--- src/rtl/md5_cand_pkg.sv ---
// Shared types and constants for the MD5 candidate counter generator.
package md5_cand_pkg;

  localparam int CAND_WIDTH          = 32;
  localparam int DEFAULT_HIT_LATENCY = 66;
  localparam int HIT_CNT_MAX         = 255;

  typedef enum logic [1:0] {
    IDLE  = 2'd0,
    RUN   = 2'd1,
    DRAIN = 2'd2,
    DONE  = 2'd3
  } state_t;

endpackage

--- src/rtl/candidate_counter_gen_tail_tracker.sv ---
// Follows which candidate is at the pipeline tail: tail equals the value issued
// HIT_LATENCY cycles earlier once the pipeline has filled (tail_valid).
module candidate_tail_tracker
  import md5_cand_pkg::*;
#(
  parameter int WIDTH       = CAND_WIDTH,
  parameter int HIT_LATENCY = DEFAULT_HIT_LATENCY
) (
  input  logic             clk,
  input  logic             rst_n,
  input  logic             start_pulse,
  input  logic [WIDTH-1:0] start_value,
  input  logic             issue,
  output logic [WIDTH-1:0] tail,
  output logic             tail_valid
);

  localparam logic [7:0] LAT = 8'(HIT_LATENCY);

  logic [7:0]       lag_q, lag_d;
  logic [WIDTH-1:0] tail_q, tail_d;

  // The first issue starts the lag count; it then keeps counting every cycle,
  // so a short run still fills the pipeline model before the tail is trusted.
  always_comb begin
    lag_d  = lag_q;
    tail_d = tail_q;
    if (start_pulse) begin
      lag_d  = 8'd0;
      tail_d = start_value;
    end else if (lag_q == LAT) begin
      tail_d = tail_q + WIDTH'(1);
    end else if (issue || (lag_q != 8'd0)) begin
      lag_d = lag_q + 8'd1;
    end
  end

  always_ff @(posedge clk or negedge rst_n) begin
    if (!rst_n) begin
      lag_q  <= 8'd0;
      tail_q <= '0;
    end else begin
      lag_q  <= lag_d;
      tail_q <= tail_d;
    end
  end

  assign tail       = tail_q;
  assign tail_valid = (lag_q == LAT);

endmodule

--- src/rtl/candidate_counter_gen.sv ---
// Issues one candidate per clock over [start_value, end_value] with wrap-around
// and captures hits at the pipeline tail. Optional macro: CANDGEN_PERF_CNT_EN.
module candidate_counter_gen
  import md5_cand_pkg::*;
#(
  parameter int WIDTH       = CAND_WIDTH,
  parameter int HIT_LATENCY = DEFAULT_HIT_LATENCY
) (
  input  logic             CLK,
  input  logic             RST_N,
  input  logic [WIDTH-1:0] start_value,
  input  logic [WIDTH-1:0] end_value,
  input  logic             start,
  input  logic             stop,
  input  logic             hit,
  output logic [WIDTH-1:0] counter_out,
  output logic             counter_valid,
  output logic             busy,
  output logic             done,
  output logic             found_valid,
  output logic [WIDTH-1:0] found_value,
`ifdef CANDGEN_PERF_CNT_EN
  output logic [7:0]       hit_count,
  output logic [31:0]      run_cycles
`else
  output logic [7:0]       hit_count
`endif
);

  localparam logic [7:0] LAT     = 8'(HIT_LATENCY);
  localparam logic [7:0] HIT_MAX = 8'(HIT_CNT_MAX);

  state_t           state_q, state_d;
  logic [WIDTH-1:0] counter_q, counter_d;
  logic             valid_q, valid_d;
  logic             busy_q, busy_d;
  logic             done_q, done_d;
  logic [WIDTH-1:0] end_q, end_d;
  logic [7:0]       drain_q, drain_d;
  logic             found_valid_q, found_valid_d;
  logic [WIDTH-1:0] found_value_q, found_value_d;
  logic [7:0]       hit_count_q, hit_count_d;
`ifdef CANDGEN_PERF_CNT_EN
  logic [31:0]      run_cycles_q, run_cycles_d;
`endif

  logic             start_accept;
  logic             hit_ok;
  logic [WIDTH-1:0] tail;
  logic             tail_valid;

  assign start_accept = start && ((state_q == IDLE) || (state_q == DONE));
  assign hit_ok       = hit && tail_valid && ((state_q == RUN) || (state_q == DRAIN));

  candidate_tail_tracker #(
    .WIDTH      (WIDTH),
    .HIT_LATENCY(HIT_LATENCY)
  ) u_tail (
    .clk        (CLK),
    .rst_n      (RST_N),
    .start_pulse(start_accept),
    .start_value(start_value),
    .issue      (valid_q),
    .tail       (tail),
    .tail_valid (tail_valid)
  );

  always_comb begin
    state_d       = state_q;
    counter_d     = counter_q;
    valid_d       = valid_q;
    end_d         = end_q;
    drain_d       = drain_q;
    found_valid_d = found_valid_q;
    found_value_d = found_value_q;
    hit_count_d   = hit_count_q;
`ifdef CANDGEN_PERF_CNT_EN
    run_cycles_d  = run_cycles_q;
    if (valid_q && (run_cycles_q != 32'hFFFF_FFFF)) begin
      run_cycles_d = run_cycles_q + 32'd1;
    end
`endif

    case (state_q)
      IDLE, DONE: begin
        if (start) begin
          counter_d     = start_value;
          valid_d       = 1'b1;
          end_d         = end_value;
          found_valid_d = 1'b0;
          found_value_d = '0;
          hit_count_d   = 8'd0;
`ifdef CANDGEN_PERF_CNT_EN
          run_cycles_d  = 32'd0;
`endif
          state_d       = RUN;
        end
      end
      RUN: begin
        // Leaving on a match means the end value was already shown for a cycle.
        if (stop || (counter_q == end_q)) begin
          valid_d = 1'b0;
          drain_d = LAT;
          state_d = DRAIN;
        end else begin
          counter_d = counter_q + WIDTH'(1);
        end
      end
      DRAIN: begin
        drain_d = drain_q - 8'd1;
        if (drain_q <= 8'd1) begin
          drain_d = 8'd0;
          state_d = DONE;
        end
      end
      default: state_d = IDLE;
    endcase

    if (hit_ok) begin
      if (hit_count_q != HIT_MAX) begin
        hit_count_d = hit_count_q + 8'd1;
      end
      if (!found_valid_q) begin
        found_valid_d = 1'b1;
        found_value_d = tail;
      end
    end

    busy_d = (state_d == RUN) || (state_d == DRAIN);
    done_d = (state_d == DONE);
  end

  always_ff @(posedge CLK or negedge RST_N) begin
    if (!RST_N) begin
      state_q       <= IDLE;
      counter_q     <= '0;
      valid_q       <= 1'b0;
      busy_q        <= 1'b0;
      done_q        <= 1'b0;
      end_q         <= '0;
      drain_q       <= 8'd0;
      found_valid_q <= 1'b0;
      found_value_q <= '0;
      hit_count_q   <= 8'd0;
`ifdef CANDGEN_PERF_CNT_EN
      run_cycles_q  <= 32'd0;
`endif
    end else begin
      state_q       <= state_d;
      counter_q     <= counter_d;
      valid_q       <= valid_d;
      busy_q        <= busy_d;
      done_q        <= done_d;
      end_q         <= end_d;
      drain_q       <= drain_d;
      found_valid_q <= found_valid_d;
      found_value_q <= found_value_d;
      hit_count_q   <= hit_count_d;
`ifdef CANDGEN_PERF_CNT_EN
      run_cycles_q  <= run_cycles_d;
`endif
    end
  end

  assign counter_out   = counter_q;
  assign counter_valid = valid_q;
  assign busy          = busy_q;
  assign done          = done_q;
  assign found_valid   = found_valid_q;
  assign found_value   = found_value_q;
  assign hit_count     = hit_count_q;
`ifdef CANDGEN_PERF_CNT_EN
  assign run_cycles    = run_cycles_q;
`endif

endmodule
--- config.mk ---
export PLATFORM = sky130hd
export DESIGN_NAME = candidate_counter_gen
export DESIGN_NICKNAME = d
export VERILOG_FILES = /design/src/rtl/md5_cand_pkg.sv /design/src/rtl/candidate_counter_gen_tail_tracker.sv /design/src/rtl/candidate_counter_gen.sv
export SDC_FILE = /design/constraint.sdc
export NUM_CORES = 1
export LEC_CHECK = 0
export CAP_MARGIN = 20
export CORE_ASPECT_RATIO = 1.1
export CORE_UTILIZATION = 47
export DETAILED_ROUTE_END_ITERATION = 8
export PLACE_DENSITY = 0.75
export SYNTH_ARGS = -nofsm -noshare
export SYNTH_HDL_FRONTEND = slang
export SYNTH_HIERARCHICAL = 1
export SYNTH_SLANG_ARGS = --single-unit
--- constraint.sdc ---
create_clock -name CLK -period 3.2 [get_ports CLK]
set_clock_uncertainty 0.15 [all_clocks]
set_input_delay 0.64 -clock CLK [delete_from_list [all_inputs] [get_ports CLK]]
set_output_delay 0.64 -clock CLK [all_outputs]
set_load 0.02 [all_outputs]
== Word-level counts from Yosys, hierarchy flattened ==
Cells that the tools add are included.
Widths: inputs -> output; s select.
Word-level totals
  word-level logic and storage cells: 81
  register bits after elaboration: 158
  output and inout port bits: 76
  input bits: 69
Operators by class
  add/sub/neg operators: 5
  equal/unequal tests: 13
  magnitude comparators: 1
  reduce and logical (&&, ||, !) cells: 20
  muxes and demuxes: 30
Operators by type and width (count)
  $mux 32: 8
  $mux 8: 9
  $add 32x1->32 const B: 2
  $pmux 32 s2: 1
  $eq 32x32->1: 1
  $add 8x1->8 const B: 2
  $pmux 8 s2: 1
  $eq 2x2->1 const B: 4
  $eq 8x7->1 const B: 1
  $le 8x1->1 const B: 1
  $ne 8x8->1 const B: 1
  $reduce_bool 2->1: 4
  $reduce_bool 8->1: 1
  $sub 8x1->8 const B: 1
  $mux 1: 6
  $mux 2: 3
  $ne 2x2->1 const B: 3
  $pmux 2 s3: 1
  $reduce_and 2->1: 3
  $reduce_and 3->1: 2
  $logic_or 1x1->1: 5
  $eq 2x1->1 const B: 2
  $logic_and 1x1->1: 3
  $logic_not 2->1: 1
  other kinds (3): 3

== Logic depth before layout (Yosys ltp) ==
  word-level depth: 6
  gate-level depth with buffers: 11
  gate-level depth less buffers: 9

== Modules after synthesis ==
The synthesis kept the hierarchy.
Modules (own cells, without submodules)
  candidate_counter_gen: area each 6541.3 um^2, sequential area each 2952.8 um^2, cells an instance 751, instances 1
  candidate_tail_tracker: area each 2270.9 um^2, sequential area each 1001.0 um^2, cells an instance 251, instances 1

== Least setup slack after synthesis ==
No wires, ideal clock.
  path kind: input -> register
  start: in start
  end: reg u_tail.tail_q[25] (netlist: u_tail/tail[25])
  setup time: 0.131 ns
  buffers on the path: 5
  cell stages on the path: 10
  slack: 0.541 ns
  data required time: 2.919 ns
  arrival time: 2.379 ns
  cell sequence: buf_2 > nand2_1 > inv_1 > clkbuf_1 > buf_1 > clkbuf_1 > clkbuf_1 > nor2_1 > a22oi_1 > nand3_1
Between the ends
  word-level cells in the longest chain between the ends: 2
  elaborated cells on any way between the ends: 3
  those cells by class: 1 x mux; 2 x reduce/logical
RTL lines
  from (decl): line candidate_counter_gen.sv:13  | input logic start,
  $logic_and 1x1->1 (*): line candidate_counter_gen.sv:52  | assign start_accept = start && ((state_q == IDLE) || (state_q == DONE));
  via start_accept: line candidate_counter_gen.sv:47  | logic start_accept;
  $mux 32 / $reduce_bool 2->1 (equally long branches)
  to (signal assigned): line candidate_counter_gen_tail_tracker.sv:44  | tail_q <= tail_d;
  to (decl): line candidate_counter_gen_tail_tracker.sv:21  | logic [WIDTH-1:0] tail_q, tail_d;
The timed path passes the listed nets; every way through them passes the cells marked *.
A chain may end at the register's enable or synchronous reset.

== Worst setup path in the final report ==
  start: reg u_tail.lag_q[3]
  end: reg hit_count_q[3] (netlist: hit_count[3])
Between the ends
  word-level cells in the longest chain between the ends: 4
RTL lines
  from (decl): line candidate_counter_gen_tail_tracker.sv:20  | logic [7:0] lag_q, lag_d;
  from (signal assigned): line candidate_counter_gen_tail_tracker.sv:43  | lag_q <= lag_d;
  $eq 8x7->1: line candidate_counter_gen_tail_tracker.sv:49  | assign tail_valid = (lag_q == LAT);
  via tail_valid: line candidate_counter_gen.sv:50  | logic tail_valid;
  $logic_and 1x1->1 (2 in a row): line candidate_counter_gen.sv:53  | assign hit_ok = hit && tail_valid && ((state_q == RUN) || (state_q == DRAIN));
  $mux 8: line candidate_counter_gen.sv:119  | if (hit_ok) begin
  via hit_count_d[3]: line candidate_counter_gen.sv:42  | logic [7:0] hit_count_q, hit_count_d;
  to (signal assigned): line candidate_counter_gen.sv:158  | hit_count_q <= hit_count_d;
  to (decl): line candidate_counter_gen.sv:42
The timed path passes the listed nets, and every way through them passes these cells.

==> flow_summary.ini <==
[power_and_ir_drop]
power_mw = 10.4
combPwrFrac = 0.457
netSwitchingPower_mw = 4.55
power_density_nw_per_um2 = 935
p_clk_frac = 0.192
internal_power_mw = 5.84
pwr-share-seq = 0.351
ir_worst_vdd_mv = 0.505
netSwitchingFraction = 0.438
p_leak_nw = 4.57

[critical_path]
cp-start-kind = flop
crit_cells = 7
arrival_ps = 2950
path_cells = or4_1, nor3_2, nand3b_1, a31oi_1, nand2_1, xnor2_1, nor2_1
path_max_fanout = 8
end_kind = flop
crit_path_max_incr_delay_ps = 580
reg2reg_depth = 7
cp_top_family = simple AND/OR/NAND/NOR gates
crit_type = reg -> reg
cp_slowest_cell = or4_1
critical_path_buf_inv_count = 0
required_ps = 3350

[layout]
final_util = 0.606
finalNetCount = 1215
area_delta_synth_final_pct = 26.1
nFillCells = 1622
seq_area_um2 = 3950
multi_input_area_um2 = 4490
antenna_cells = 0
drive_above_1_share = 0.0811
fin_area_um2 = 11100
fin_cells = 1390

[sta]
fin_crit_sh = 0.874
holdWs_ps = 52.2
rsz0062_at_grt = false
fin_ws_ps = 403
tightest_slew_ps = 804
clock.fmax_mhz = 358
setup_tns_ps = 0
period_needed_ps = 2800
slew_violations = 0
hold_viol = 0
setup_violations = 0
relSlewSlack = 0.463

[route]
drc = 0
firstDrtPassIters = 7
drtAntennaViolNets = 0
num_vias = 8031
wl_mm = 25.4
via_per_inst = 5.78
wl_per_cell_um = 18.3
drtIter0Drc = 834

[global_routing]
antenna_found_initial = 0
grt_pass1_vias = 7666
grt_pass1_wl_mm = 40.9
track_usage = 0.271
grt_overflow = 0
grt_max_degree = 82

[yosys]
syn_nets = 1082
synth.cell_area_um2 = 8810
synth-seq-cells = 158
synthesis.instances = 1002
synth_area_leaders = dfrtp_1 45%, nand2_1 9.8%, o21ai_0 4.8%, xnor2_1 3.8%, xor2_1 2.9%
async_reset_ff_frac = 1.00
ys_types = 73
synth_edf_count = 0
synth_top_area_frac = 0.449
avgSynthCellArea_um2 = 8.79
yosysTopAreaCell = dfrtp_1
synth-warning-count = 6
ys_seq_area_frac = 0.449
synthFlopType = dfrtp_1

[clocking]
postCtsSetupRepairBufs = 0
htree_levels = 4
cts_tree = yes
path_clk_slew_ps = 60
cts.repair.resized = 0
cts_root_buf = clkbuf_16
clk_path_buf_depth = 2
postCtsHoldBufs = 0
cts_sinks = 158
worstSkewPairLatency_ps = 440
cts-buffers-inserted = 17

[floorplan]
core_um2 = 18300
die_area_um2 = 19300
dieHeight_um = 146
start_util = 0.480
die_width_um = 133
boundaryPins = 145
rows = 52

[status]
status = finished clean

[placed_design]
place_ws_ps = 409
post-dp-hpwl_mm = 18.2
io_buffers = 144
place_inst = 1359
dpl-instance-area_um2 = 10500
gp_congestion = 0.928

[worst_hold_path]
hold_path_class = in -> async

[flow_run]
max_cap_viol_count = 0
==> flip-flops by register name (all words and copies together), names as in the netlist <==
name and cells:
counter_out 32, end_q 32, found_value 32, u_tail/tail 32, drain_q 8, hit_count 8
u_tail/lag_q 8, state_q 2, busy 1, counter_valid 1, done 1, found_valid 1
==> placed cells by master, fill, tap and decap left out, types with 13 or more instances in the layout <==
cell	Yosys	routed
nor2_1	67	66
o21ai_0	84	84
xnor2_1	38	38
clkdlybuf4s50_1	0	143
nor3_1	13	13
clkbuf_16	0	17
nand3_1	32	32
dfrtp_1	158	158
inv_1	20	19
xor2_1	29	29
buf_4	2	28
and2_1	13	13
a21oi_1	19	18
nand4_1	40	40
and3_1	20	20
nand2_1	230	229
==> final timing paths <==
check	endpoint	startpoint	slack [ps]
min reg2reg	end_q[0]	end_q[0]	350
min in group CLK	end_q[0]	end_q[0]	350
max	hit_count[3]	u_tail/lag_q[3]	400
min	found_value[29]	RST_N	50
max reg2reg	hit_count[3]	u_tail/lag_q[3]	400
max in group asynchronous	end_q[26]	RST_N	2080
==> routing by layer <==
metal | up-vias | track usage | share of wire
met5 | - | 0 | 0
met4 | 0 | 0.106 | 0.028
met3 | 56 | 0.0491 | 0.064
met2 | 358 | 0.442 | 0.48
met1 | 3827 | 0.358 | 0.42
li1 | 3790 | - | -
==> cells by family after synthesis <==
kind of cell	count (synthesis)	share of synthesized area
AOI/OAI and AO/OA	202	0.148
xor gates and xnor gates	70	0.0721
adders and majority gates	11	0.0156
buffers and inverters	82	0.0430
DFF	158	0.449
muxes	10	0.0116
and+or+nand+nor	469	0.261
==> cell type report <==
| type | count | area share |
|---|---|---|
| Clock buffer | 18 | 0.0386 |
| Tap cell | 243 | 0.0274 |
| Inverter | 21 | 0.00720 |
| Multi-Input combinational cell | 762 | 0.404 |
| Timing Repair Buffer | 175 | 0.154 |
| Sequential cell | 158 | 0.356 |
| Clock inverter | 13 | 0.0127 |
==> cells in the mapped netlist (5+ instances only) <==
master	instances
nand2_1	230
dfrtp_1	158
o21ai_0	84
nor2_1	67
nand4_1	40
xnor2_1	38
clkbuf_1	34
nand3_1	32
xor2_1	29
and3_1	20
inv_1	20
a21oi_1	19
and2_1	13
nor3_1	13
a211oi_1	11
ha_1	11
a31oi_1	9
buf_1	9
buf_2	9
o21ai_1	9
o22ai_1	9
a311oi_1	8
mux2i_1	8
buf_6	7
nand2b_1	7
nor4_1	6
o22a_1	6
o31ai_1	6
or3_1	6
a41oi_1	5
nor4_4	5
==> power groups by stage <==
stage / combinational (mW) / clock (mW) / sequential (mW)
after floorplan: 3.04 / 0 / 3.58
after CTS: 4.73 / 2.02 / 3.61
after global routing: 5.20 / 2.11 / 3.73
after detailed placement: 4.69 / 0 / 3.64
final: 4.75 / 2.00 / 3.64
after global placement: 4.62 / 0 / 3.62
(Power assumes the default switching activity.)
